===== config.mk =====
export PLATFORM = sky130hd
export DESIGN_NAME = dstuff_burst_feeder_flat
export DESIGN_NICKNAME = d
export VERILOG_FILES = /design/src/rtl/dstuff_burst_feeder_if.sv /design/src/rtl/dstuff_burst_feeder.sv /design/src/flat_wrapper.sv
export SDC_FILE = /design/constraint.sdc
export NUM_CORES = 1
export LEC_CHECK = 0
export CORE_MARGIN = 3
export CORE_UTILIZATION = 52
export DETAILED_ROUTE_END_ITERATION = 10
export GPL_TIMING_DRIVEN = 1
export PLACE_DENSITY_LB_ADDON = 0.15
export REMOVE_ABC_BUFFERS = 1
export SYNTH_ARGS = -nofsm -noshare
export SYNTH_HDL_FRONTEND = slang
export SYNTH_SLANG_ARGS = --single-unit

===== constraint.sdc =====
create_clock -name clk -period 3.8 [get_ports clk]
set_input_delay 0.38 -clock clk [delete_from_list [all_inputs] [get_ports clk]]
set_output_delay 0.38 -clock clk [all_outputs]
set_load 0.03 [all_outputs]

===== src/rtl/dstuff_burst_feeder_if.sv =====
// -----------------------------------------------------------------------------
// dstuff_burst_feeder_if
//
// Purpose:
//   A single ready/valid word stream. The feeder uses one instance on its
//   producer-facing side and one on its blockF-facing side.
//
// Signals:
//   vld   - word valid, driven by the sender
//   rdy   - ready, driven by the receiver
//   data  - DATA_W-bit word, driven by the sender
//
// Modports:
//   master - the sending side (drives vld/data, observes rdy)
//   slave  - the receiving side (observes vld/data, drives rdy)
// -----------------------------------------------------------------------------
interface dstuff_burst_feeder_if #(
  parameter int DATA_W = 32
) ();

  logic              vld;
  logic              rdy;
  logic [DATA_W-1:0] data;

  modport master (
    output vld,
    output data,
    input  rdy
  );

  modport slave (
    input  vld,
    input  data,
    output rdy
  );

endinterface


===== src/rtl/dstuff_burst_feeder.sv =====
// -----------------------------------------------------------------------------
// dstuff_burst_feeder
//
// Purpose:
//   Upstream stage of blockF. Buffers words from a producer in a small FIFO
//   and presents them to blockF's dSin ready/valid input in bursts. Output is
//   held back until BURST words are buffered, a FILL timeout expires, or a
//   flush is requested; the buffer is then drained back-to-back. Words that
//   arrive while draining join the current burst.
//
// Parameters:
//   DATA_W  - word width
//   DEPTH   - FIFO entries (power of 2, >= 2)
//   BURST   - buffered-word threshold that starts a drain (1..DEPTH)
//   TIMEOUT - max cycles spent in FILL before a forced drain (0 = never)
//
// Ports:
//   clk       - clock
//   rst       - asynchronous, active-high reset
//   in_if     - slave stream from the producer (vld/rdy/data)
//   out_if    - master stream toward blockF dSin (vld/rdy/data)
//   flush     - single-cycle request to drain now (only acts in FILL)
//   level     - current buffered word count
//   draining  - high while the feeder is in DRAIN
//   word_cnt  - saturating count of words delivered downstream
//
// Configuration:
//   DSTUFF_FEEDER_STATS_EN - when defined, word_cnt counts pops (saturating at
//   16'hFFFF) and is cleared by reset or by flush while IDLE. When undefined,
//   word_cnt is tied to zero and no counter is built.
// -----------------------------------------------------------------------------
module dstuff_burst_feeder #(
  parameter int DATA_W  = 32,
  parameter int DEPTH   = 8,
  parameter int BURST   = 4,
  parameter int TIMEOUT = 16
) (
  input  logic                       clk,
  input  logic                       rst,
  dstuff_burst_feeder_if.slave       in_if,
  dstuff_burst_feeder_if.master      out_if,
  input  logic                       flush,
  output logic [$clog2(DEPTH):0]     level,
  output logic                       draining,
  output logic [15:0]                word_cnt
);

  localparam int AW = $clog2(DEPTH);
  localparam int CW = AW + 1;
  // Timer just needs to reach TIMEOUT-1; keep at least one bit so the
  // declaration stays legal when the timeout is disabled.
  localparam int TW = (TIMEOUT > 1) ? $clog2(TIMEOUT + 1) : 1;

  typedef enum logic [1:0] {
    IDLE,
    FILL,
    DRAIN
  } state_t;

  state_t            state_q,    state_d;
  logic [AW-1:0]     wr_ptr_q,   wr_ptr_d;
  logic [AW-1:0]     rd_ptr_q,   rd_ptr_d;
  logic [CW-1:0]     count_q,    count_d;
  logic [TW-1:0]     timer_q,    timer_d;
  logic              in_rdy_q,   in_rdy_d;
  logic              out_vld_q,  out_vld_d;
  logic              draining_q, draining_d;

  logic [DATA_W-1:0] mem_q [DEPTH];

  logic              push;
  logic              pop;
  logic              burst_hit;
  logic              timeout_hit;

  // Handshakes use only registered ready/valid, so there is no combinational
  // path from out_if.rdy to in_if.rdy: a full FIFO refuses a word even on a
  // cycle where it is also popping.
  assign push = in_if.vld && in_rdy_q;
  assign pop  = out_vld_q && out_if.rdy;

  // Next-state logic. The drain decision looks at the post-update count so a
  // word pushed this cycle can complete a burst immediately; because
  // BURST <= DEPTH, a FIFO that becomes full in FILL always starts draining.
  always_comb begin
    count_d    = count_q + CW'(push) - CW'(pop);
    wr_ptr_d   = wr_ptr_q + AW'(push);
    rd_ptr_d   = rd_ptr_q + AW'(pop);
    state_d    = state_q;
    timer_d    = timer_q;

    burst_hit   = (count_d >= CW'(BURST));
    timeout_hit = (TIMEOUT != 0) && (timer_q == TW'(TIMEOUT - 1));

    case (state_q)
      IDLE: begin
        timer_d = '0;
        if (push) begin
          state_d = burst_hit ? DRAIN : FILL;
        end
      end
      FILL: begin
        if (timer_q != {TW{1'b1}}) begin
          timer_d = timer_q + TW'(1);
        end
        if (burst_hit || timeout_hit || flush) begin
          state_d = DRAIN;
        end
      end
      DRAIN: begin
        timer_d = '0;
        if (count_d == '0) begin
          state_d = IDLE;
        end
      end
      default: begin
        state_d = IDLE;
        timer_d = '0;
      end
    endcase

    in_rdy_d   = (count_d < CW'(DEPTH));
    out_vld_d  = (state_d == DRAIN) && (count_d != '0);
    draining_d = (state_d == DRAIN);
  end

  // Control state and registered outputs. in_rdy comes out of reset low and
  // rises on the first clock after release; out_vld falls the moment reset is
  // asserted, so buffered words vanish without an output glitch.
  always_ff @(posedge clk or posedge rst) begin
    if (rst) begin
      state_q    <= IDLE;
      wr_ptr_q   <= '0;
      rd_ptr_q   <= '0;
      count_q    <= '0;
      timer_q    <= '0;
      in_rdy_q   <= 1'b0;
      out_vld_q  <= 1'b0;
      draining_q <= 1'b0;
    end else begin
      state_q    <= state_d;
      wr_ptr_q   <= wr_ptr_d;
      rd_ptr_q   <= rd_ptr_d;
      count_q    <= count_d;
      timer_q    <= timer_d;
      in_rdy_q   <= in_rdy_d;
      out_vld_q  <= out_vld_d;
      draining_q <= draining_d;
    end
  end

  // Storage array, deliberately not reset. The head entry is never
  // overwritten while buffered because pushes stop when the FIFO is full.
  always_ff @(posedge clk) begin
    if (push) begin
      mem_q[wr_ptr_q] <= in_if.data;
    end
  end

`ifdef DSTUFF_FEEDER_STATS_EN
  logic [15:0] word_cnt_q, word_cnt_d;

  // Delivered-word counter. A clear from flush can only happen in IDLE,
  // where no pop is possible, so clear and increment never collide.
  always_comb begin
    word_cnt_d = word_cnt_q;
    if ((state_q == IDLE) && flush) begin
      word_cnt_d = '0;
    end else if (pop && (word_cnt_q != 16'hFFFF)) begin
      word_cnt_d = word_cnt_q + 16'd1;
    end
  end

  always_ff @(posedge clk or posedge rst) begin
    if (rst) begin
      word_cnt_q <= '0;
    end else begin
      word_cnt_q <= word_cnt_d;
    end
  end

  assign word_cnt = word_cnt_q;
`else
  assign word_cnt = '0;
`endif

  // First-word-fall-through: the head entry is always presented, and it is
  // only qualified by out_vld while draining.
  assign in_if.rdy   = in_rdy_q;
  assign out_if.vld  = out_vld_q;
  assign out_if.data = mem_q[rd_ptr_q];
  assign level       = count_q;
  assign draining    = draining_q;

endmodule


===== src/flat_wrapper.sv =====
// flat-port wrapper written by rule: the top's interface ports become plain ports
module dstuff_burst_feeder_flat 
#(
  parameter int DATA_W  = 32,
  parameter int DEPTH   = 8,
  parameter int BURST   = 4,
  parameter int TIMEOUT = 16
)
  (clk, rst, flush, level, draining, word_cnt, in_if_vld, in_if_data, in_if_rdy, out_if_vld, out_if_data, out_if_rdy);
  dstuff_burst_feeder_if #(.DATA_W(DATA_W)) in_if_i ();
  dstuff_burst_feeder_if #(.DATA_W(DATA_W)) out_if_i ();
  input  logic clk;
  input  logic rst;
  input  logic flush;
  output logic [$clog2(DEPTH):0] level;
  output logic draining;
  output logic [15:0] word_cnt;
  input wire logic [$bits(in_if_i.vld)-1:0] in_if_vld;
  input wire logic [$bits(in_if_i.data)-1:0] in_if_data;
  output wire logic [$bits(in_if_i.rdy)-1:0] in_if_rdy;
  output wire logic [$bits(out_if_i.vld)-1:0] out_if_vld;
  output wire logic [$bits(out_if_i.data)-1:0] out_if_data;
  input wire logic [$bits(out_if_i.rdy)-1:0] out_if_rdy;
  assign in_if_i.vld = in_if_vld;
  assign in_if_i.data = in_if_data;
  assign in_if_rdy = in_if_i.rdy;
  assign out_if_vld = out_if_i.vld;
  assign out_if_data = out_if_i.data;
  assign out_if_i.rdy = out_if_rdy;
  dstuff_burst_feeder #(.DATA_W(DATA_W), .DEPTH(DEPTH), .BURST(BURST), .TIMEOUT(TIMEOUT)) u_core (.clk(clk), .rst(rst), .in_if(in_if_i), .out_if(out_if_i), .flush(flush), .level(level), .draining(draining), .word_cnt(word_cnt));
endmodule

==> qor.yml <==
setup_path:
  reg2reg_slack_ns: 1.23
  cp-endpoint: "out_if_data[26]"
  path_max_fanout: 38
  slowest_stage: "dfrtp_4"
  reg2reg_depth: 7
  cp_num_cells: 4
  critical_path_buf_inv_count: 2
  path_cells: "buf_4 -> mux4_1 -> mux2_2 -> clkdlybuf4s50_1"
  required_ns: 3.42
  reg2reg_from: "u_core.in_if.rdy$_DFF_PP0_"
  crit_type: "flip-flop to primary output"
  startpoint_type: "flip-flop"
  startpoint: "u_core.rd_ptr_q[0]$_DFF_PP0_"
  slowest_delay_ns: 0.88
  cpLargestDelayFamily: "buffers and inverters"
  arrival_ns: 3.23
  cp-end-kind: "primary output"
  r2r-end: "u_core.state_q[1]$_DFF_PP0_"
die:
  core_sq_um: 20500
  die_area_sq_um: 22900
  io_pins: 92
  row_count: 52
  initial_core_util_pct: 53.5
  die_y_um: 151
  die-width_um: 151
clock_network:
  clk_pin_slew_ns: 0.06
  post-cts-setup-buffer-count: 0
  ctsHoldBuffers: 0
  h-tree-depth: 1
  clk_latency_ns: 0.54
  cts_tree: "yes"
  cts_buffers: 28
  clock-sinks: 276
  cts_resized: 0
  clockBufferDepth: 3
  root_buffer: "clkbuf_16"
cells_and_area:
  drive_gt1_share_pct: 20.5
  diodes: 0
  stdcell_area_sq_um: 13000
  syn_to_final_growth_pct: 18.4
  fin_util_pct: 63.4
  fin_nets: 637
  n_fill_cell: 1405
drt:
  vias: 4951
  viasPerCell: 5.63
  drc_errors: 0
  drt-wirelength-per-cell_um: 22.5
  wl_um: 19800
  antenna_left: 0
  first_pass_iters: 4
  drt_iter0_markers: 225
pwr:
  ir_drop_mv: 0.677
  p_per_area_nw_per_um2: 775
  power_leakage_nw: 4.47
placement:
  dp_hpwl_um: 11600
  io_buffers: 75
  place_congestion: 0.718
  placed_area_sq_um: 12100
sta:
  setup_viol: 0
  fmax_mhz: 277
  hold_viol: 0
  maxSlewViolCount: 0
  period_needed_ns: 3.61
  relSlewSlack_pct: 47.6
  rsz0062_at_grt: "false"
  skew_ns: 0.0237
  worst_slew_pin_slew_ns: 0.786
  final.period_utilization_pct: 94.9
global_routing:
  grt_util_all_layers_pct: 17.9
  gr-usage-met1_pct: 25.0
  grt-busiest-layer: "met2"
  grt_pass1_wl_um: 30800
  antenna_found_initial: 1
  grtUsageMet3_pct: 2.93
  gr-total-overflow: 0
  grt_pass1_vias: 5358
  grt_max_degree: 39
  grt_use_met2_pct: 29.7
logic_synthesis:
  ys_seq_elements: 276
  synthSimpleGateAreaFrac_pct: 1.49
  ys.flop_type: "edfxtp_1"
  synthCells: 481
  ys_types: 40
  async_reset_ff_share_pct: 7.25
  synth_top_area_cell: "edfxtp_1"
  synth_area_sq_um: 11000
  synth_fa_ha_area_share_pct: 1.44
  synth_warnings: 0
  yosys-top-cells-area: "edfxtp_1, mux4_1, dfrtp_1"
  synth_edf_count: 256
  synth_top_family_by_area: "multiplexers"
  synth_area_per_cell_sq_um: 22.8
  muxShareOfSynthArea_pct: 18.2
  ys_seq_area_share_pct: 74.7
  synth_xor_xnor_area_share_pct: 0.776
  netlist.area_leader.share_pct: 70.1
  synth_compound_area_share_pct: 0.719
outcome:
  outcome: "finished clean"
min_path:
  hold_class: "input port to async pin"
job:
  drv_cap: 0
==> synthesized netlist by cell type, types with 2 or more instances <==
library cell,instances
buf_1,4
edfxtp_1,256
nand2_1,4
buf_4,16
nor2_1,12
dfrtp_1,20
a21oi_1,3
clkbuf_1,6
ha_1,11
buf_6,6
xnor2_1,2
xor2_1,4
mux4_1,50
mux2_2,32
nor4_1,2
nand2b_1,3
nor3_1,6
inv_1,9
mux4_2,14
==> sequential cells by signal, summed over array words and instances, names as in the netlist <==
register / flops
u_core.level: 4
u_core.wr_ptr_q: 3
u_core.state_q: 2
u_core.draining: 1
u_core.rd_ptr_q: 3
u_core.timer_q: 5
u_core.in_if.rdy: 1
u_core.out_if.vld: 1
u_core.mem_q: 256
==> where the power goes <==
part / switching, mW / internal, mW / total (mW)
clock: 1.08 / 1.56 / 2.64
combinational: 1.77 / 1.65 / 3.42
sequential: 0.309 / 3.70 / 4.01
==> layer usage <==
metal / routed length [um] / part of all wire, %
met1: 8430 / 43
met2: 9930 / 50
met3: 939 / 4.7
met4: 467 / 2.4
met5: 13 / 0.066
==> cell families after synthesis <==
logic type,Yosys count
xor gates and xnor gates,8
and+or+nand+nor,33
muxes,97
DFF,276
AOI/OAI and AO/OA,10
other,1
buffers and inverters,44
adders and majority gates,12
==> final cells by class <==
class	instances	area [sq um]	area share (%)
repair buffers	97	928	7.15
multi-input cells	176	2590	20.0
clock inverters	18	178	1.37
clock buffers	33	719	5.54
flip-flops and latches	276	8190	63.1
well taps	270	338	2.60
inverters	9	33.8	0.260
==> placed cells by master, fill, tap and decap left out, types with 2 or more instances in the layout <==
cell	n
ha_1	11
xor2_1	4
a21oi_1	3
inv_1	9
xnor2_1	2
buf_4	21
edfxtp_1	256
clkdlybuf4s50_1	75
mux4_2	14
dfrtp_1	17
nand2b_1	3
clkbuf_1	5
nor3_1	2
clkinv_1	4
mux4_1	50
clkinv_2	8
nor3_2	4
bufinv_16	3
mux2_2	32
nor2_1	9
dfrtp_2	2
nor2_4	3
clkbuf_16	28
nand2_1	4
conb_1	16
==> how the worst min path moves through the flow <==
| stage | from | endpoint | slack (ns) | cells after the start |
|---|---|---|---|---|
| after detailed placement | u_core.timer_q[3]$_DFFE_PP0P_ | u_core.timer_q[3]$_DFFE_PP0P_ | 0.53 | 2 |
| final | rst | u_core.rd_ptr_q[1]$_DFF_PP0_ | 0.30 | 2 |
| after global routing | rst | u_core.rd_ptr_q[1]$_DFF_PP0_ | 0.36 | 2 |
| after CTS | rst | u_core.rd_ptr_q[1]$_DFF_PP0_ | 0.30 | 2 |
| after floorplan | rst | u_core.draining$_DFF_PP0_ | 0.34 | 1 |
| after global placement | u_core.timer_q[3]$_DFFE_PP0P_ | u_core.timer_q[3]$_DFFE_PP0P_ | 0.51 | 2 |
==> metrics by stage <==
stage / setup slack [ns] / instances / TNS, ns / total power [mW] / hold slack [ns]
final: 0.195 / 879 / 0 / 10.1 / 0.301
after global routing: 0.0400 / 879 / 0 / 10.5 / 0.360
after CTS: 0.144 / 879 / 0 / 10.2 / 0.299
after detailed placement: 0.726 / 828 / 0 / 7.54 / 0.528
after global placement: 0.697 / 828 / 0 / 7.49 / 0.515
after floorplan: -0.461 / 461 / -14.75 / 6.29 / 0.344
No activity file was read; power rests on OpenSTA's default activity.
